### config.mk
export PLATFORM = sky130hd
export DESIGN_NAME = spike_event_framer
export DESIGN_NICKNAME = d
export VERILOG_FILES = /design/src/rtl/spike_event_framer.sv
export SDC_FILE = /design/constraint.sdc
export NUM_CORES = 1
export LEC_CHECK = 0
export CAP_MARGIN = 20
export CORE_MARGIN = 10
export CORE_UTILIZATION = 53
export DETAILED_ROUTE_END_ITERATION = 7
export GPL_TIMING_DRIVEN = 1
export HOLD_SLACK_MARGIN = 0.12
export PLACE_DENSITY = 0.71
export SETUP_SLACK_MARGIN = 0.05
export SLEW_MARGIN = 20
export SYNTH_ARGS = -nofsm -noshare
export SYNTH_HDL_FRONTEND = slang
export SYNTH_SLANG_ARGS = --single-unit
### constraint.sdc
create_clock -name clk -period 6.2 [get_ports clk]
set_input_delay 1.24 -clock clk [delete_from_list [all_inputs] [get_ports clk]]
set_output_delay 1.24 -clock clk [all_outputs]
set_load 0.02 [all_outputs]
### src/rtl/spike_event_framer.sv
`default_nettype none
// ============================================================================
// Module      : spike_event_framer
// Description : Turns spike-detector flags into timestamped peak events.
//               On each onset, a peak-magnitude search runs over WIN valid
//               samples. The result {onset timestamp, signed peak sample} is
//               pushed into a small FIFO. A refractory dead time of REFRACT
//               valid samples follows every window. Events that find the FIFO
//               full are dropped and counted in a saturating counter.
// Ports       :
//   clk           clock
//   rst           asynchronous active-high reset
//   sample_valid  qualifies data_in / spike_in for this cycle
//   data_in       signed sample, aligned with spike_in
//   spike_in      detector flag for this sample
//   ev_valid      FIFO head valid
//   ev_ready      consumer accepts head
//   ev_timestamp  sample index of the event onset (head entry)
//   ev_peak       signed sample of largest magnitude in the window (head)
//   drop_count    saturating count of events lost to a full FIFO
// Revision    : 1.0 - initial release
// ============================================================================
module spike_event_framer #(
  parameter int DATA_W     = 16,
  parameter int TS_W       = 24,
  parameter int WIN        = 8,
  parameter int REFRACT    = 32,
  parameter int FIFO_DEPTH = 8
) (
  input  logic                     clk,
  input  logic                     rst,
  input  logic                     sample_valid,
  input  logic signed [DATA_W-1:0] data_in,
  input  logic                     spike_in,
  output logic                     ev_valid,
  input  logic                     ev_ready,
  output logic [TS_W-1:0]          ev_timestamp,
  output logic [DATA_W-1:0]        ev_peak,
  output logic [7:0]               drop_count
);

  localparam int         C_ADDR_W  = $clog2(FIFO_DEPTH);
  localparam logic [7:0]  C_WIN     = 8'(WIN);
  localparam logic [15:0] C_REFRACT = 16'(REFRACT);

  typedef enum logic [1:0] {
    S_IDLE    = 2'd0,
    S_CAPTURE = 2'd1,
    S_REFRACT = 2'd2
  } state_t;

  // Saturating magnitude: the most negative value maps to the largest
  // positive value, so it ties with +max and the earlier sample is kept.
  function automatic logic [DATA_W-2:0] mag(input logic [DATA_W-1:0] x);
    logic [DATA_W-1:0] neg;
    neg = '0;
    if (!x[DATA_W-1]) begin
      mag = x[DATA_W-2:0];
    end else if (x[DATA_W-2:0] == '0) begin
      mag = '1;
    end else begin
      neg = -x;
      mag = neg[DATA_W-2:0];
    end
  endfunction

  // --------------------------------------------------------------------------
  // Framing state
  // --------------------------------------------------------------------------
  state_t            state_q, state_d;
  logic [TS_W-1:0]   cnt_q, cnt_d;
  logic [TS_W-1:0]   ts_q, ts_d;
  logic [DATA_W-1:0] peak_q, peak_d;
  logic [7:0]        win_cnt_q, win_cnt_d;
  logic [15:0]       ref_cnt_q, ref_cnt_d;
  logic [7:0]        drop_count_q, drop_count_d;

  // --------------------------------------------------------------------------
  // FIFO state (pointers carry one extra bit to separate full from empty)
  // --------------------------------------------------------------------------
  logic [C_ADDR_W:0] wr_ptr_q, wr_ptr_d;
  logic [C_ADDR_W:0] rd_ptr_q, rd_ptr_d;
  logic [TS_W-1:0]   mem_ts_q   [FIFO_DEPTH];
  logic [DATA_W-1:0] mem_peak_q [FIFO_DEPTH];

  logic              push_req;
  logic [TS_W-1:0]   push_ts;
  logic [DATA_W-1:0] push_peak;
  logic [DATA_W-1:0] peak_upd;
  logic [7:0]        win_next;
  logic [15:0]       ref_next;
  logic              fifo_empty;
  logic              fifo_full;
  logic              do_pop;
  logic              do_push;
  logic              do_drop;

  assign win_next = win_cnt_q + 8'd1;
  assign ref_next = ref_cnt_q + 16'd1;

  // Strictly-greater comparison keeps the earliest sample on a tie.
  assign peak_upd = (mag(data_in) > mag(peak_q)) ? data_in : peak_q;

  always_comb begin
    state_d   = state_q;
    cnt_d     = cnt_q;
    ts_d      = ts_q;
    peak_d    = peak_q;
    win_cnt_d = win_cnt_q;
    ref_cnt_d = ref_cnt_q;
    push_req  = 1'b0;
    push_ts   = ts_q;
    push_peak = peak_q;

    if (sample_valid) begin
      cnt_d = cnt_q + 1'b1;
      case (state_q)
        S_IDLE: begin
          if (spike_in) begin
            ts_d      = cnt_q;
            peak_d    = data_in;
            win_cnt_d = 8'd1;
            if (C_WIN == 8'd1) begin
              // Single-sample window closes on the onset sample itself.
              push_req  = 1'b1;
              push_ts   = cnt_q;
              push_peak = data_in;
              ref_cnt_d = 16'd0;
              state_d   = (C_REFRACT == 16'd0) ? S_IDLE : S_REFRACT;
            end else begin
              state_d = S_CAPTURE;
            end
          end
        end
        S_CAPTURE: begin
          peak_d    = peak_upd;
          win_cnt_d = win_next;
          if (win_next == C_WIN) begin
            push_req  = 1'b1;
            push_ts   = ts_q;
            push_peak = peak_upd;
            ref_cnt_d = 16'd0;
            state_d   = (C_REFRACT == 16'd0) ? S_IDLE : S_REFRACT;
          end
        end
        S_REFRACT: begin
          ref_cnt_d = ref_next;
          if (ref_next == C_REFRACT) begin
            state_d = S_IDLE;
          end
        end
        default: begin
          state_d = S_IDLE;
        end
      endcase
    end
  end

  // --------------------------------------------------------------------------
  // FIFO control
  // --------------------------------------------------------------------------
  assign fifo_empty = (wr_ptr_q == rd_ptr_q);
  assign fifo_full  = (wr_ptr_q[C_ADDR_W] != rd_ptr_q[C_ADDR_W]) &&
                      (wr_ptr_q[C_ADDR_W-1:0] == rd_ptr_q[C_ADDR_W-1:0]);
  assign do_pop     = !fifo_empty && ev_ready;
  // A pop in the same cycle frees the slot a full FIFO needs.
  assign do_push    = push_req && (!fifo_full || do_pop);
  assign do_drop    = push_req && fifo_full && !do_pop;

  always_comb begin
    wr_ptr_d     = wr_ptr_q;
    rd_ptr_d     = rd_ptr_q;
    drop_count_d = drop_count_q;
    if (do_push) begin
      wr_ptr_d = wr_ptr_q + 1'b1;
    end
    if (do_pop) begin
      rd_ptr_d = rd_ptr_q + 1'b1;
    end
    if (do_drop && (drop_count_q != 8'hFF)) begin
      drop_count_d = drop_count_q + 8'd1;
    end
  end

  always_ff @(posedge clk or posedge rst) begin
    if (rst) begin
      state_q      <= S_IDLE;
      cnt_q        <= '0;
      ts_q         <= '0;
      peak_q       <= '0;
      win_cnt_q    <= '0;
      ref_cnt_q    <= '0;
      wr_ptr_q     <= '0;
      rd_ptr_q     <= '0;
      drop_count_q <= '0;
    end else begin
      state_q      <= state_d;
      cnt_q        <= cnt_d;
      ts_q         <= ts_d;
      peak_q       <= peak_d;
      win_cnt_q    <= win_cnt_d;
      ref_cnt_q    <= ref_cnt_d;
      wr_ptr_q     <= wr_ptr_d;
      rd_ptr_q     <= rd_ptr_d;
      drop_count_q <= drop_count_d;
    end
  end

  // Storage needs no reset: the head is only visible while the FIFO is
  // non-empty, and the pointers are reset.
  always_ff @(posedge clk) begin
    if (do_push) begin
      mem_ts_q[wr_ptr_q[C_ADDR_W-1:0]]   <= push_ts;
      mem_peak_q[wr_ptr_q[C_ADDR_W-1:0]] <= push_peak;
    end
  end

  assign ev_valid     = !fifo_empty;
  assign ev_timestamp = fifo_empty ? '0 : mem_ts_q[rd_ptr_q[C_ADDR_W-1:0]];
  assign ev_peak      = fifo_empty ? '0 : mem_peak_q[rd_ptr_q[C_ADDR_W-1:0]];
  assign drop_count   = drop_count_q;

endmodule
`default_nettype wire

==> impl_metrics.env, run 1 <==
export IMPL_synth_area_um2=18300
export IMPL_cts_buffer_depth=3
export IMPL_synth_seq_area_share=0.672
export IMPL_nNetsFinal=1314
export IMPL_maxSlewViolCount=0
export IMPL_start_util=0.540
export IMPL_yosysUniqueCellTypes=50
export IMPL_synth_compound_area_frac=0.0366
export IMPL_core_um2=33800
export IMPL_layout_setup_ws_ps=368
export IMPL_yosys_area_share_adder=0.0164
export IMPL_async_reset_ff_frac=0.249
export IMPL_status="complete, no violations"
export IMPL_gp_congestion=0.820
export IMPL_area_growth_pct=14.4
export IMPL_synth_xor_area_frac=0.0293
export IMPL_synth_area_leader_cell="edfxtp_1"
export IMPL_worst_slew_pin_transition_ps=946
export IMPL_clkTransAtPathRegs_ps=60
export IMPL_total_leakage_power_nw=7.59
export IMPL_fin_crit_ps=5830
export IMPL_cts_buffers=42
export IMPL_synthDominantCellAreaShare=0.526
export IMPL_hpwl_um=21300
export IMPL_switching_share=0.310
export IMPL_pre_cts_ws_ps=-129
export IMPL_hold_ws_ps=477
export IMPL_grt_first_pass_wirelength_um=58800
export IMPL_power_density_nw_per_um2=429
export IMPL_root_buffer="clkbuf_16"
export IMPL_clkPwrFrac=0.266
export IMPL_stdcell_count=1750
export IMPL_yosys_most_used_dff="edfxtp_1"
export IMPL_vias=10200
export IMPL_antenna_found_initial=0
export IMPL_cts_sinks=426
export IMPL_synthCells=1189
export IMPL_hold_violations=0
export IMPL_route_detailed_drc=0
export IMPL_comb_power_share=0.323
export IMPL_cts_tree="done"
export IMPL_synth_area_top_cells="edfxtp_1 (53%), dfrtp_1 (15%), mux4_2 (9.9%)"
export IMPL_slew_headroom=0.369
export IMPL_crit_fanout=14
export IMPL_ioPinCount=70
export IMPL_vdd_ir_drop_max_uv=363
export IMPL_cts_resized=0
export IMPL_layout_drive_gt1_share=0.168
export IMPL_grtUsageTotal=0.176
export IMPL_endpoint_kind="flip-flop"
export IMPL_post_cts_buffers=0
export IMPL_wirelength_um=36400
export IMPL_grt_max_degree=84
export IMPL_worstSetupStartpointType="input port"
export IMPL_placed_cells=1673
export IMPL_insertion_delay_ps=530
export IMPL_synth_edf_count=320
export IMPL_yosys_warnings=0
export IMPL_critPathKind="in -> reg"
export IMPL_rsz0062_at_grt="false"
export IMPL_rows=67
export IMPL_synth_top_family_by_area="multiplexers"
export IMPL_r2r_slack_ps=950
export IMPL_cts_hold_buf=0
export IMPL_power_switching_mw=2.78
export IMPL_dr_first_iter_drc_count=612
export IMPL_max_clock_freq_mhz=171
export IMPL_intPower_mw=6.19
export IMPL_min_path_type="reg -> reg"
export IMPL_p_seq_frac=0.411
export IMPL_syn_nets=1234
export IMPL_via_per_inst=5.82
export IMPL_diodes=0
export IMPL_ys_seq_elements=426
export IMPL_syn_avg_cell_area_um2=15.4
export IMPL_required_ps=6460
export IMPL_fin_skew_ps=12.6
export IMPL_max_cap_violations=0
export IMPL_die_w_um=206
export IMPL_finalCritPeriodShare=0.941
export IMPL_first_pass_iters=4
export IMPL_grt_pass1_vias=10400
export IMPL_h_tree_depth=2
export IMPL_dieArea_um2=42300
export IMPL_die_y_um=206
export IMPL_setup_viol=0
export IMPL_yosys_area_share_simple=0.0864
export IMPL_grt_overflow_total=0
export IMPL_port_buffers=69
export IMPL_wire_per_inst_um=20.8
export IMPL_ant_nets=0
export IMPL_worst_ep_arrival_time_ps=6090
export IMPL_synthMuxAreaShare=0.144
## worst paths after layout
kind | depth (start not counted) | to | start
worst max-delay path | 17 | mem_peak_q[1][0] | data_in[1]
worst min-delay path | 1 | cnt_q[23] | cnt_q[23]
worst max register to register | 16 | mem_peak_q[1][0] | peak_q[0]
worst min register to register | 1 | cnt_q[23] | cnt_q[23]
max in group asynchronous | 3 | cnt_q[7] | rst
min in group asynchronous | 2 | ts_q[4] | rst
## critical path, cell delays in order
cell and delay, ps:
clkdlybuf4s50_1 450, inv_1 100, ha_1 180, or3b_4 400, or4_1 450, or4_4 450, or3_1 380, or3b_4 490
and2_1 200, ha_1 190, nand3b_1 150, a21oi_1 130, o31ai_1 90, a31o_2 240, nor3_2 240, buf_12 210
mux2i_1 510
## power by group through the flow
stage,combinational [mW],sequential (mW),clock (mW)
2_1_floorplan,2.05,3.59,0
3_3_place_gp,2.90,3.73,0
3_5_place_dp,2.94,3.74,0
4_1_cts,2.95,3.68,2.44
5_1_grt,3.16,3.72,2.57
6_report,2.90,3.69,2.39
## stage by stage
step / setup TNS, ps / utilization / cell area, um^2 / power, mW
5_1_grt: 0 / 0.618 / 20900 / 9.44
6_report: 0 / 0.618 / 20900 / 8.97
3_3_place_gp: 0 / 0.580 / 19600 / 6.63
2_1_floorplan: 0 / - / 18300 / 5.64
3_5_place_dp: -4250 / 0.580 / 19600 / 6.68
4_1_cts: 0 / 0.618 / 20900 / 9.08
## kinds of logic (layout without fill, tap and decap cells)
logic type               Yosys count  in the layout
XOR/XNOR                          61             61
multiplexers                     158            158
AO/OA/AOI/OAI                    106            106
AND/OR/NAND/NOR                  338            338
buffers and inverters             76            189
adder cells (fa/ha/maj)           24             24
flip-flops                       426            426
## layout by cell type (no fill, tap or decap), types with 42 or more instances in the layout
cell type	instances
clkbuf_16	42
clkdlybuf4s50_1	69
dfrtp_1	103
edfxtp_1	320
mux2i_1	46
mux4_2	80
nand2_1	133
nor2_1	70
## cells in the mapped netlist, types with 4 or more instances
| library cell | number |
|---|---|
| nand4_1 | 15 |
| and3_1 | 10 |
| o22ai_1 | 12 |
| a31oi_1 | 13 |
| mux2i_1 | 46 |
| nand2_1 | 133 |
| nor4_1 | 9 |
| o21ai_0 | 32 |
| edfxtp_1 | 320 |
| mux4_2 | 80 |
| or4_1 | 9 |
| nand3_1 | 32 |
| xor2_1 | 32 |
| clkbuf_1 | 43 |
| and2_1 | 5 |
| or3_1 | 10 |
| nor3_1 | 17 |
| a21oi_1 | 14 |
| nor2_1 | 76 |
| ha_1 | 24 |
| mux2_2 | 32 |
| xnor2_1 | 29 |
| nor2b_1 | 4 |
| o31ai_1 | 8 |
| dfrtp_1 | 106 |
| inv_1 | 17 |
| buf_1 | 13 |
| nand2b_1 | 4 |
| o21a_1 | 8 |
## flip-flops by register name (all words and copies together) (netlist names)
register    flops
state_q         2
mem_peak_q    128
wr_ptr_q        4
ref_cnt_q      16
ts_q           24
drop_count      8
peak_q         16
rd_ptr_q        4
mem_ts_q      192
win_cnt_q       8
cnt_q          24
## area by class of cell
class | count | area, um^2
fillers | 2487 | 12900
flip-flops and latches | 426 | 12300
multi-input cells | 687 | 5770
clock buffers | 56 | 1130
repair buffers | 95 | 923
well taps | 448 | 561
clock inverters | 21 | 165
inverters | 17 | 66.3
## per-layer routing
layer / routed length (um) / GRT usage / vias to the layer above
li1: - / - / 4707
met1: 15400 / 0.231 / 5208
met2: 18800 / 0.305 / 230
met3: 1800 / 0.0277 / 48
met4: 524 / 0.0389 / 0
met5: 0 / 0 / -
(Power assumes the default switching activity.)
==> run 2, diff against run 1 <==
Settings changed: CELL_PAD_IN_SITES_DETAIL_PLACEMENT set to 1, CELL_PAD_IN_SITES_GLOBAL_PLACEMENT set to 1, PLACE_DENSITY 0.71 to not set, PLACE_DENSITY_LB_ADDON set to 0.1.
Clock period 6.2 ns to 6.8 ns, I/O delays scaled along.
==> impl_metrics.env, run 2 (same netlist as run 1, synthesis figures left out) <==
export IMPL_first_pass_iters=5
export IMPL_antenna_found_initial=0
export IMPL_grt_max_degree=73
export IMPL_fillers=3087
export IMPL_core_um2=33800
export IMPL_gp_congestion=0.840
export IMPL_cts_hold_buf=0
export IMPL_cts_buffers=44
export IMPL_port_buffers=69
export IMPL_root_buffer="clkbuf_16"
export IMPL_hold_ws_ps=491
export IMPL_vdd_ir_drop_max_uv=232
export IMPL_status="complete, no violations"
export IMPL_path_buf_inv=3
export IMPL_setup_viol=0
export IMPL_grt_pass1_vias=11400
export IMPL_ioPinCount=70
export IMPL_critPathTopFamily="simple AND/OR/NAND/NOR gates"
export IMPL_dr_first_iter_drc_count=642
export IMPL_largest_reg_flops=192
export IMPL_grt_overflow_total=0
export IMPL_wirelength_um=43700
export IMPL_cp_slowest_cell="or3b_4"
export IMPL_fin_skew_ps=16.1
export IMPL_max_clock_freq_mhz=166
export IMPL_crit_chain="clkdlybuf4s50_1, inv_1, ha_1, or3b_4, or4_1, or4_4, or3_1, or3b_4, and2_1, ha_1, nand3b_1, a21oi_1, o31ai_1, a31o_2, nor3_2, buf_4, mux2_2"
export IMPL_rows=67
export IMPL_hold_violations=0
export IMPL_area_growth_pct=14.8
export IMPL_cpPeakStageDelay_ps=500
export IMPL_vias=10600
export IMPL_post_cts_buffers=0
export IMPL_cts_tree="done"
export IMPL_insertion_delay_ps=540
export IMPL_h_tree_depth=2
export IMPL_fin_crit_ps=6040
export IMPL_finalCritPeriodShare=0.888
export IMPL_final_common_cell="edfxtp_1"
export IMPL_grtUsageTotal=0.211
export IMPL_critPathKind="in -> reg"
export IMPL_nNetsFinal=1314
export IMPL_route_detailed_drc=0
export IMPL_diodes=0
export IMPL_slew_headroom=0.250
export IMPL_power_density_nw_per_um2=403
export IMPL_total_leakage_power_nw=7.63
export IMPL_hpwl_um=26000
export IMPL_layout_drive_gt1_share=0.172
export IMPL_dieArea_um2=42300
export IMPL_grt_first_pass_wirelength_um=68200
export IMPL_required_ps=7070
export IMPL_min_path_type="reg -> reg"
export IMPL_via_per_inst=6.06
export IMPL_cts_buffer_depth=3
export IMPL_endpoint_kind="flip-flop"
export IMPL_cts_resized=0
export IMPL_layout_common_cells="edfxtp_1 (320), nand2_1 (133), dfrtp_1 (103), mux4_2 (80), nor2_1 (70)"
export IMPL_die_y_um=206
export IMPL_cts_sinks=426
export IMPL_wire_per_inst_um=25.0
export IMPL_worst_slew_pin_transition_ps=1120
export IMPL_ant_nets=0
export IMPL_start_util=0.540
export IMPL_die_w_um=206
export IMPL_worst_ep_arrival_time_ps=6310
export IMPL_p_total_mw=8.44
export IMPL_worstSetupStartpointType="input port"
export IMPL_final_setup_tns_ps=0
export IMPL_max_cap_violations=0
export IMPL_rsz0062_at_grt="false"
export IMPL_clkTransAtPathRegs_ps=60
export IMPL_maxSlewViolCount=0
export IMPL_crit_fanout=14
==> run 2: cell types whose count changed in the layout (fill, tap and decap cells not counted), sizes merged <==
cell	delta
clkinv	-6
buf	-2
clkbuf	+8
inv	-1
clkinvlp	+2
==> run 2: stage by stage <==
stage,utilization,cells,worst slack (ps),cell area (um^2)
floorplan,-,1189,811,18300
global placement,0.578,1671,329,19500
detailed placement,0.578,1671,231,19500
CTS,0.620,1751,795,21000
global route,0.621,1751,462,21000
finish,0.621,1751,760,21000
==> run 2: power by group <==
group	leakage, nW	total, mW	switching (mW)	internal [mW]
Combinational	2.64	2.69	1.41	1.28
Sequential	4.29	3.37	0.276	3.10
Clock	0.697	2.38	0.987	1.39
Total	7.63	8.44	2.68	5.77
==> run 2: layout make-up <==
class | instances | area, um^2 | share of cell area
Sequential cell | 426 | 12300 | 0.585
Multi-Input combinational cell | 687 | 5770 | 0.275
Clock buffer | 64 | 1290 | 0.0614
Timing Repair Buffer | 93 | 871 | 0.0415
Tap cell | 448 | 561 | 0.0267
Clock inverter | 16 | 135 | 0.00645
Inverter | 17 | 66.3 | 0.00316
==> run 2: per-layer routing <==
| metal | wire length, um | GRT usage | up-vias |
|---|---|---|---|
| met3 | 1620 | 0.0250 | 66 |
| met1 | 18300 | 0.273 | 5618 |
| met5 | 0 | 0 | - |
| met4 | 938 | 0.0593 | 0 |
| met2 | 22900 | 0.368 | 227 |
| li1 | - | - | 4701 |
==> run 2: worst reg2reg max path, stage by stage (launching register included) <==
cell and delay [ps]:
dfrtp_1 380, inv_1 140, ha_1 210, or3b_2 500
or4_1 590, or3_1 430, nor2_1 620, o31a_1 220
o21ai_0 90, ha_1 340, nand4_1 180, nor2_1 140
o31ai_1 80, a31o_2 220, nor3_2 180, buf_4 300
mux2_2 460
==> run 2: path summary, 6_finish.rpt <==
path / from / endpoint / slack, ps / depth (start not counted)
max: data_in[0] / mem_peak_q[0][15] / 760 / 17
min: wr_ptr_q[3] / wr_ptr_q[3] / 490 / 1
max reg2reg: peak_q[0] / mem_peak_q[0][15] / 1450 / 16
min reg2reg: wr_ptr_q[3] / wr_ptr_q[3] / 490 / 1
max in group asynchronous: rst / rd_ptr_q[0] / 4200 / 3
min in group asynchronous: rst / ts_q[4] / 1260 / 2
==> run 3, diff against run 2 <==
Settings changed: GPL_TIMING_DRIVEN 1 to not set.
==> results of run 3 <==
Same layout as run 2: the final DEF is identical, and so are final timing and power.
